[src/rtl/intr_ctrl.sv]
// Interrupt controller: rising-edge latch on 8 lines, enable masking,
// lowest-index priority and a req/ack/done handshake with the CPU.
module intr_ctrl #(
  parameter logic [4:0] BASE_ADDR = 5'd4
) (
  input  logic       clk,
  input  logic       reset,
  input  logic [7:0] irq_in,
  input  logic [4:0] readaddr,
  output logic [7:0] readdata,
  input  logic [4:0] writeaddr,
  input  logic [7:0] writedata,
  input  logic       write_en,
  output logic       int_req,
  output logic [2:0] int_vec,
  input  logic       int_ack,
  input  logic       int_done
);

  typedef enum logic [1:0] {
    IDLE    = 2'd0,
    REQ     = 2'd1,
    SERVICE = 2'd2
  } state_t;

  state_t     state_reg, state_next;
  logic [7:0] enable_reg;
  logic [7:0] pending_reg, pending_next;
  logic [7:0] irq_prev_reg;
  logic       gctrl_reg;
  logic       int_req_next;
  logic [2:0] int_vec_next;
  logic       ack_clear;

  logic [7:0] irq_edge;
  logic [7:0] w1c_mask;
  logic [7:0] ack_mask;
  logic [7:0] eligible;
  logic [2:0] lowest_idx;
  logic [4:0] wr_off, rd_off;
  logic       wr_hit, rd_hit;
  logic [7:0] rd_value;

  // Offsets wrap in 5 bits, so anything below BASE_ADDR lands far outside 0..3.
  assign wr_off = writeaddr - BASE_ADDR;
  assign rd_off = readaddr - BASE_ADDR;
  assign wr_hit = write_en && (wr_off < 5'd4);
  assign rd_hit = (rd_off < 5'd4);

  assign irq_edge = irq_in & ~irq_prev_reg;
  assign w1c_mask = (wr_hit && wr_off[1:0] == 2'd1) ? writedata : 8'd0;
  assign ack_mask = ack_clear ? (8'd1 << int_vec) : 8'd0;
  assign eligible = pending_reg & enable_reg & {8{gctrl_reg}};

  // A new edge always wins over any clear of the same bit.
  generate
    for (genvar gi = 0; gi < 8; gi++) begin : g_pending
      assign pending_next[gi] = irq_edge[gi] |
                                (pending_reg[gi] & ~w1c_mask[gi] & ~ack_mask[gi]);
    end
  endgenerate

  always_comb begin
    lowest_idx = 3'd0;
    for (int i = 7; i >= 0; i--) begin
      if (eligible[i]) lowest_idx = 3'(i);
    end
  end

  always_comb begin
    state_next   = state_reg;
    int_req_next = int_req;
    int_vec_next = int_vec;
    ack_clear    = 1'b0;
    case (state_reg)
      IDLE: begin
        if (eligible != 8'd0) begin
          int_vec_next = lowest_idx;
          int_req_next = 1'b1;
          state_next   = REQ;
        end
      end
      REQ: begin
        if (int_ack) begin
          ack_clear    = 1'b1;
          int_req_next = 1'b0;
          state_next   = SERVICE;
        end else if (!eligible[int_vec]) begin
          int_req_next = 1'b0;
          state_next   = IDLE;
        end
      end
      SERVICE: begin
        if (int_done) state_next = IDLE;
      end
      default: begin
        int_req_next = 1'b0;
        state_next   = IDLE;
      end
    endcase
  end

  always_comb begin
    rd_value = 8'd0;
    case (rd_off[1:0])
      2'd0: rd_value = enable_reg;
      2'd1: rd_value = pending_reg;
      2'd2: rd_value = {int_req, (state_reg == SERVICE), 3'b000, int_vec};
      2'd3: rd_value = {7'd0, gctrl_reg};
      default: rd_value = 8'd0;
    endcase
  end

  // All-ones history keeps lines already high at reset release from latching.
  always_ff @(posedge clk) begin
    if (reset) begin
      state_reg    <= IDLE;
      enable_reg   <= 8'd0;
      pending_reg  <= 8'd0;
      irq_prev_reg <= 8'hFF;
      gctrl_reg    <= 1'b0;
      int_req      <= 1'b0;
      int_vec      <= 3'd0;
      readdata     <= 8'd0;
    end else begin
      state_reg    <= state_next;
      pending_reg  <= pending_next;
      irq_prev_reg <= irq_in;
      int_req      <= int_req_next;
      int_vec      <= int_vec_next;
      readdata     <= rd_hit ? rd_value : 8'd0;
      if (wr_hit && wr_off[1:0] == 2'd0) enable_reg <= writedata;
      if (wr_hit && wr_off[1:0] == 2'd3) gctrl_reg <= writedata[0];
    end
  end

endmodule

[config.mk]
export PLATFORM = sky130hd
export DESIGN_NAME = intr_ctrl
export DESIGN_NICKNAME = d
export VERILOG_FILES = /design/src/rtl/intr_ctrl.sv
export SDC_FILE = /design/constraint.sdc
export NUM_CORES = 1
export LEC_CHECK = 0
export BUFFER_PORTS_ARGS = -buffer_cell sky130_fd_sc_hd__buf_4
export CAP_MARGIN = 20
export CORE_MARGIN = 2
export CORE_UTILIZATION = 45
export DETAILED_ROUTE_END_ITERATION = 10
export PLACE_DENSITY = 0.69
export SYNTH_ARGS = -nofsm -noshare
export SYNTH_HDL_FRONTEND = slang
export SYNTH_SLANG_ARGS = --single-unit
[constraint.sdc]
create_clock -name clk -period 5.2 [get_ports clk]
set_input_delay 1.3 -clock clk [delete_from_list [all_inputs] [get_ports clk]]
set_output_delay 1.3 -clock clk [all_outputs]
set_load 0.03 [all_outputs]
==> results.sh <==
export IMPL_grt_ovfl_total=0
export IMPL_leakagePower_uw=0.00101
export IMPL_antenna_left=0
export IMPL_cts_tree="done"
export IMPL_port_buffers=42
export IMPL_yosys_warnings=0
export IMPL_status="complete, no violations"
export IMPL_finalMaxSlewViolations=0
export IMPL_drive_gt1_share_pct=24.2
export IMPL_ir_worst_vdd_mv=0.247
export IMPL_synth_area_leader_cell="dfxtp_1"
export IMPL_via_count=1621
export IMPL_start_util_pct=46.3
export IMPL_yosysUniqueCellTypes=39
export IMPL_seqCellArea_um2=781
export IMPL_startpoint_type="input pin"
export IMPL_async_flop_share_pct=0
export IMPL_dieWidth_um=67.7
export IMPL_post_dp_cell_area_um2=2160
export IMPL_max_slew_worst_pin_slew_ns=0.791
export IMPL_clkTransAtPathRegs_ns=0.07
export IMPL_cts_max_path_buffers=2
export IMPL_synth_ff_type="dfxtp_1"
export IMPL_drt_wl_total_um=4080
export IMPL_h_tree_depth=2
export IMPL_min_period_over_period_pct=52.4
export IMPL_grt_max_degree=34
export IMPL_rsz0062_at_grt="no"
export IMPL_hold_viol=0
export IMPL_syn_num_nets=246
export IMPL_multi_input_area_um2=947
export IMPL_synth_area_per_cell_um2=8.57
export IMPL_critPathCaptureType="flop"
export IMPL_grt_pass1_wl_um=6780
export IMPL_cts_num_sinks=39
export IMPL_tns_ns=0
export IMPL_io_pins=43
export IMPL_drc=0
export IMPL_setup_violations=0
export IMPL_synth_seq_cells=39
export IMPL_skew_ns=0.00423
export IMPL_die_h_um=67.7
export IMPL_layout_nets=285
export IMPL_fillers=396
export IMPL_drt_vias_per_instance=5.37
export IMPL_synth_edf_count=0
export IMPL_hp_class="reg2reg"
export IMPL_yosysTopAreaCellShare_pct=42.8
export IMPL_core_area_um2=3940
export IMPL_yosysMostFrequentCell="dfxtp_1"
export IMPL_cts_buffers=5
export IMPL_synth_commonest_cells="dfxtp_1 (39), nor2_1 (29), a21oi_1 (24), mux2i_1 (15), inv_1 (14)"
export IMPL_area_growth_pct=23.0
export IMPL_ctsResizeCount=0
export IMPL_wl_per_cell_um=13.5
export IMPL_gp_congestion=0.881
export IMPL_hpwlAfterDp_um=3090
export IMPL_power_density_nw_per_um2=250
export IMPL_drtPass1Iterations=4
export IMPL_antenna_found_initial=0
export IMPL_rows=23
export IMPL_worstSetupPathType="in2reg"
export IMPL_synth_area_leaders="dfxtp_1 (43%), mux2i_1 (8.2%), a21oi_1 (6.6%)"
export IMPL_cts_setup_buffers=0
export IMPL_clk_latency_ns=0.29
export IMPL_dr_first_iter_drc_count=71
export IMPL_arrival_ns=2.89
export IMPL_drv_cap=0
export IMPL_cts_hold_buf=0
export IMPL_syn_area_um2=1830
export IMPL_period_needed_ns=2.72
export IMPL_grtUsageTotal_pct=20.0
export IMPL_clk_root_buffer_cell="clkbuf_8"
export IMPL_cp_data_required_time_ns=5.37
export IMPL_yosysSeqAreaShare_pct=42.8
export IMPL_post_route_cell_area_um2=2250
export IMPL_first_global_vias=1442
export IMPL_timing_hold_ws_ns=0.495
export IMPL_antenna_cells=0
export IMPL_slew_headroom_pct=47.1
export IMPL_syn_inst=213
export IMPL_die_area_um2=4580
export IMPL_fmax_mhz=367
export IMPL_crit_fanout=8
## where the power goes
| part | internal [µW] | switching (µW) | leakage [µW] | total, µW |
|---|---|---|---|---|
| Clock | 104 | 96.1 | 0.0000470 | 200 |
| Combinational | 26.7 | 22.2 | 0.000643 | 48.9 |
| Sequential | 306 | 5.48 | 0.000318 | 311 |
| Total | 437 | 124 | 0.00101 | 560 |
## logic make-up (layout without fill, tap and decap cells)
logic type	after synthesis	after routing	share of synthesized area, %
AO/OA/AOI/OAI	53	53	17.6
XOR/XNOR	2	2	0.960
adder cells (fa/ha/maj)	2	2	1.37
buffers and inverters	24	63	5.35
flip-flops	39	39	42.8
multiplexers	16	16	9.46
AND/OR/NAND/NOR	77	77	22.5
## cell usage in the layout (no fill, tap or decap), drive strengths merged, types with 4 or more instances in the layout
master / n
and2: 4
dfxtp: 39
nand2: 10
mux2i: 15
nor3: 6
inv: 14
or2: 8
clkbuf: 6
a21oi: 24
a211oi: 4
nor2: 29
buf: 42
nand2b: 4
a31oi: 4
o21ai: 8
## final cells by class
class	count	area share, %
inverters	14	2.34
well taps	50	2.79
clock buffers	6	3.68
repair buffers	42	14.0
flip-flops and latches	39	34.8
clock inverters	1	0.223
multi-input cells	150	42.2
## worst paths after layout
check / from / to / slack, ns / cells past startpoint
max reg2reg: state_reg[0] / state_reg[0] / 3.18 / 5
max: writeaddr[2] / pending_reg[2] / 2.48 / 8
min reg2reg: irq_prev_reg[5] / pending_reg[5] / 0.50 / 3
min: irq_prev_reg[5] / pending_reg[5] / 0.50 / 3
## metrics by stage
stage | utilization [%] | setup slack [ns] | total power, µW | std cells
finish | 57.0 | 2.48 | 560 | 302
global route | 57.0 | 2.28 | 589 | 302
CTS | 57.0 | 2.48 | 568 | 302
detailed placement | 54.7 | 2.17 | 367 | 295
global placement | 54.7 | 2.27 | 366 | 295
floorplan | - | 2.45 | 341 | 213
## worst max-delay path, stage by stage
cell and delay (ns):
buf_4 0.08, inv_1 0.03, ha_1 0.19, xor2_1 0.19, nor4b_2 0.71, a21oi_1 0.15, a21oi_1 0.17, nor2_1 0.06
## metal layers
metal | global-route usage [%] | routed length, µm | vias to the layer above
met1 | 26.5 | 1880 | 736
met4 | 5.61 | 42 | 0
li1 | - | - | 825
met3 | 5.67 | 297 | 6
met5 | 0 | 0 | -
met2 | 31.6 | 1860 | 54
Note: power is estimated with default switching activity, not from simulation.
